===== config.mk =====
export PLATFORM = sky130hd
export DESIGN_NAME = io_input_controller
export DESIGN_NICKNAME = d
export VERILOG_FILES = /design/src/rtl/io_input_controller.sv
export SDC_FILE = /design/constraint.sdc
export NUM_CORES = 1
export LEC_CHECK = 0
export ABC_AREA = 1
export ABC_CLOCK_PERIOD_IN_PS = 1800
export CAP_MARGIN = 20
export CORE_MARGIN = 2
export CORE_UTILIZATION = 35
export CTS_CLUSTER_SIZE = 10
export DETAILED_ROUTE_END_ITERATION = 7
export HOLD_SLACK_MARGIN = 0.02
export MAX_ROUTING_LAYER = met4
export PLACE_DENSITY = 0.56
export SKIP_LAST_GASP = 1
export SLEW_MARGIN = 10
export SYNTH_ARGS = -nofsm -noshare
export SYNTH_HDL_FRONTEND = slang
export SYNTH_SLANG_ARGS = --single-unit

===== constraint.sdc =====
create_clock -name clk -period 1.8 [get_ports clk]
set_input_delay 0.18 -clock clk [delete_from_list [all_inputs] [get_ports clk]]
set_output_delay 0.18 -clock clk [all_outputs]
set_load 0.05 [all_outputs]

===== src/rtl/io_input_controller.sv =====
// Board key/switch input block: synchronize, debounce, latch events into
// pending interrupt flags, expose them as CPU registers at 0xFFFA-0xFFFD.
module io_input_controller #(
  parameter int DEBOUNCE_CYCLES = 50000,
  parameter int CNT_W           = 16
) (
  input  logic        clk,
  input  logic        reset,
  input  logic [3:0]  buttons,
  input  logic [9:0]  switches,
  input  logic [17:0] addr,
  input  logic        oe,
  input  logic [15:0] data_in,
  output logic [15:0] data_out,
  output logic        data_drive,
  output logic [7:0]  interruptions,
  output logic        irq
);

  localparam int N = 14;
  localparam logic [CNT_W-1:0] LAST = CNT_W'(DEBOUNCE_CYCLES - 1);

  localparam logic [15:0] A_MASK = 16'hFFFA;
  localparam logic [15:0] A_PEND = 16'hFFFB;
  localparam logic [15:0] A_SW   = 16'hFFFC;
  localparam logic [15:0] A_KEY  = 16'hFFFD;

  logic [N-1:0]     raw;
  logic [N-1:0]     s1;
  logic [N-1:0]     s2;
  logic [N-1:0]     stable;
  logic [N-1:0]     accept;
  logic [CNT_W-1:0] cnt [N];
  logic [4:0]       pending;
  logic [4:0]       mask;
  logic [4:0]       set;
  logic [4:0]       clr;
  logic             wr_pend;
  logic             wr_mask;
  logic             hit;
  logic [15:0]      rdata;
  logic [15:0]      a16;
  logic             unused_bits;

  // Keys are inverted on entry so a cleared flop reads as released.
  assign raw = {switches, ~buttons};
  assign a16 = addr[15:0];
  assign unused_bits = ^{addr[17:16], data_in[15:5]};

  always_ff @(posedge clk) begin
    if (reset) begin
      s1     <= '0;
      s2     <= '0;
      stable <= '0;
      for (int i = 0; i < N; i++) cnt[i] <= '0;
    end else begin
      s1 <= raw;
      s2 <= s1;
      for (int i = 0; i < N; i++) begin
        if (s2[i] == stable[i]) begin
          cnt[i] <= '0;
        end else if (cnt[i] == LAST) begin
          stable[i] <= s2[i];
          cnt[i]    <= '0;
        end else begin
          cnt[i] <= cnt[i] + 1'b1;
        end
      end
    end
  end

  always_comb begin
    accept = '0;
    for (int i = 0; i < N; i++)
      accept[i] = (s2[i] != stable[i]) && (cnt[i] == LAST);
  end

  assign set     = {|accept[13:4], accept[3:0] & s2[3:0]};
  assign wr_pend = oe && (a16 == A_PEND);
  assign wr_mask = oe && (a16 == A_MASK);
  assign clr     = wr_pend ? data_in[4:0] : 5'd0;

  // Set has priority over a same-cycle clear.
  always_ff @(posedge clk) begin
    if (reset) begin
      pending <= '0;
      mask    <= '0;
    end else begin
      pending <= (pending & ~clr) | set;
      if (wr_mask) mask <= data_in[4:0];
    end
  end

  always_comb begin
    hit   = 1'b1;
    rdata = 16'h0000;
    case (a16)
      A_KEY:   rdata = {12'b0, stable[3:0]};
      A_SW:    rdata = {6'b0, stable[13:4]};
      A_PEND:  rdata = {11'b0, pending};
      A_MASK:  rdata = {11'b0, mask};
      default: hit   = 1'b0;
    endcase
  end

  assign data_drive    = hit & ~oe;
  assign data_out      = data_drive ? rdata : 16'h0000;
  assign interruptions = {3'b0, pending & mask};
  assign irq           = |interruptions;

endmodule

==> summary.md <==
| Metric | Value |
|---|---|
| Required time of the critical path | approximately 1.6 ns |
| Die ar. | about 45000 um^2 |
| Final wirelength | 31.54 mm |
| Share of flip-flops with an asynchronous set or reset | 0 |
| Minimum clock period | 1.740 ns |
| EDFF count, synth | between 200 and 250 |
| Via Count | ~12000 |
| Worst hold slack | ~0.12 ns |
| Worst slew pin tran | ~0.55 ns |
| Crit path arrival time | between 1.5 and 2 ns |
| CTS Sinks | 276 |
| H-tree depth reported by CTS | 2 |
| Skew final | approximately 0.011 ns |
| Dpl ws | -0.5049 ns |
| Clk pin slew, worst setup/hold paths | roughly 0.050 ns |
| Net load switching power | 0.003291 W |
| CTS Buffer Depth | 3 |
| Buffers and inverters on the worst path | 5 |
| I/O Pins | 77 |
| Syn avg cell area | around 8.4 um^2 |
| Post-CTS Hold Fix Bufs | 0 |
| Synth warnings | 0 |
| Final worst slack | between 0.06 and 0.07 ns |
| Slew margin rel. | 0.6348 |
| GR Util All Layers | 0.1488 |
| Fin nets | about 2200 |
| # rows | 75 |
| First-pass GRT wire length | roughly 53 mm |
| Area growth, synth to finish | 27.30% |
| Final ANT Viol Nets | 0 |
| Mapped Cells | around 1800 |
| Pins Over Slew Limit | 0 |
| Switching Fraction | 0.2238 |
| Leakage | just under 8 nW |
| DIE HEIGHT | approximately 210 um |
| Max-cap violations | 0 |
| Critical Path Fanout Max | 4 |
| Seq pwr share | 0.500 |
| DR iter-0 viols | around 680 |
| # setup viols final | 0 |
| Crit Path Category | in2out |
| Initial antenna violation count | 4 |
| Cell area after synthesis | 15050 um^2 |
| Tcrit/Tclk final | 0.9664 |
| P_int | approximately 0.011 W |
| Top post-synthesis cells by area | edfxtp_1 (45%), nor2_1 (8.9%), nand2_1 (7.3%), dfxtp_1 (6.9%), inv_1 (5.8%) |
| Top Family by Delay on Critical Path | buffers and inverters |
| TritonCTS buffer count | 35 |
| Initial Util | 0.3565 |
| Worst-Skew Late Latency | 0.52 ns |
| Layout cell share with drive strength beyond 1 | 0.1366 |
| Register area share after synthesis | 0.5160 |
| CTS root buf | clkbuf_16 |
| Max IR drop VDD | between 0.0006 and 0.0007 V |
| RSZ-0062 raised after global routing | yes |
| PortBufs | 54 |
| Slowest CP cell | nor2_4 |
| Top cell type's share of synthesized area | 0.4468 |
| Comb pwr share | 0.056 |
| Critical path's most frequent cell | nor2_4 |
| Remaining Overflow, GRT | 0 |
| Crit-path max cell delay | 0.20 ns |
| Post-synthesis sequential element count | about 280 |
| Clk network pwr share | 0.444 |
| Pwr dens | 767.2 nW/um^2 |
| HPWL after DPL | 23.36 mm |
| DR vias/cell | 4.477 |
| Worst setup EP type | output pin |
| Drt wl/cell | approximately 12 um |
| Yosys cell types | between 40 and 50 |
| Crit-path cells | clkdlybuf4s15_1 -> nand2_1 -> nor2_4 -> inv_2 -> nor2_4 -> nand3_4 -> buf_6 -> nor3_2 -> buf_4 -> buf_12 |
| Vias in the first global route | ~11000 |
| Max Fclk | 574.9 MHz |
| DRC | 0 |
| Final hold viol count | 0 |
| First-pass DRT Iterations | 7 |
| Die W | roughly 210 um |
| Pin count of the biggest net entering global routing | a little over 50 |
| Status | finished, final reports clean |
| Core area | between 40000 and 50000 um^2 |
| Startpoint types | input port |
| Synth Flop Type | edfxtp_1 |
| Post-synth top area cell | edfxtp_1 |
| Final Wtd Congestion | ~0.86 |
| Hold crit path type | in2reg |
| CTS tree | built |
synth_stat cells (all sizes together), types with 19 or more instances:
library cell and n:
nand2 302, edfxtp 224, nand4 51, or2 19, buf 28, nand3 109
nor3b 22, nor3 113, xor2 57, dfxtp 52, nor2 382, inv 233
a21oi 91
metal layers:
layer	track usage	wire length, um
met1	0.1955	15180
met2	0.2289	13890
met3	0.02967	1579
met4	0.05294	900
met5	-	0
logic make-up after synthesis:
kind of cell / synth area share
adder cells (fa/ha/maj): 0.01164
XOR/XNOR: 0.04305
AND/OR/NAND/NOR: 0.3087
buffers and inverters: 0.07181
flip-flops: 0.5160
other: 0.0004989
AO/OA/AOI/OAI: 0.04837
cells in the final DEF (no fill, tap or decap), types with 13 or more instances in the layout:
cell	instances
clkbuf_16	39
xor2_1	57
inv_1	224
o21ai_0	16
nand3_2	13
nand2_2	20
nand2_1	281
nor3b_1	19
nor3_1	98
buf_4	72
nand3_1	90
xnor2_1	17
nor2_4	17
a21oi_1	90
dfxtp_1	52
conb_1	233
clkdlybuf4s50_1	20
edfxtp_1	224
nor2_2	38
buf_12	18
nor2_1	327
nand4_1	51
clkbuf_1	21
repair_timing:
item | 4_1_cts | 5_1_grt
pin swaps | 21 | 25
hold endpoints to repair | 0 | 0
endpoints found under the setup margin | 26 | 150
gates cloned | 0 | 4
setup buffers | 1 | 4
gates resized for setup | 63 | 81
stage by stage:
step           power [W]  setup TNS (ns)    util  instance area, um^2  instances
3_3_place_gp    0.008252          -3.748  0.4187                17680       2648
5_1_grt          0.01540          -1.638  0.4538                19160       2724
4_1_cts          0.01495         -0.1013  0.4461                18840       2712
2_1_floorplan   0.007984         -0.6753       -                15930       2013
6_report         0.01470               0  0.4538                19160       2724
3_5_place_dp    0.008272          -4.568  0.4187                17680       2648
registers in the layout (all words and copies together), names as in the netlist:
| register | count |
|---|---|
| cnt | 224 |
| s1 | 14 |
| stable | 14 |
| mask | 5 |
| pending | 5 |
| s2 | 14 |
tightest hold or removal path: stages:
cell and delay [ns]:
buf_2 0.13, buf_12 0.19, nor2_1 0.10
area by class of cell:
cell class	instances	area, um^2
Fill cell	4169	23060
Inverter	234	879.6
Sequential cell	276	7767
Timing Repair Buffer	134	1294
Antenna cell	4	10.01
Clock buffer	61	1057
Tap cell	539	674.4
Multi-Input combinational cell	1474	7468
Clock inverter	2	13.76
power groups by stage:
stage | Clock, W | Sequential (W) | Combinational [W]
floorplan | 0 | 0.00743 | 0.000550
global placement | 0 | 0.00747 | 0.000779
detailed placement | 0 | 0.00748 | 0.000790
CTS | 0.00681 | 0.00735 | 0.000788
global route | 0.00707 | 0.00739 | 0.000946
finish | 0.00653 | 0.00735 | 0.000820
path summary, 6_finish.rpt:
kind	start	endpoint	slack [ns]	depth (start not counted)
min reg2reg	s1[9]	s2[9]	0.40	2
min	reset	s1[1]	0.12	3
max reg2reg	cnt[1][28]	cnt[1][30]	0.07	7
max	addr[6]	data_out[8]	0.06	10
(Power assumes the default switching activity.)
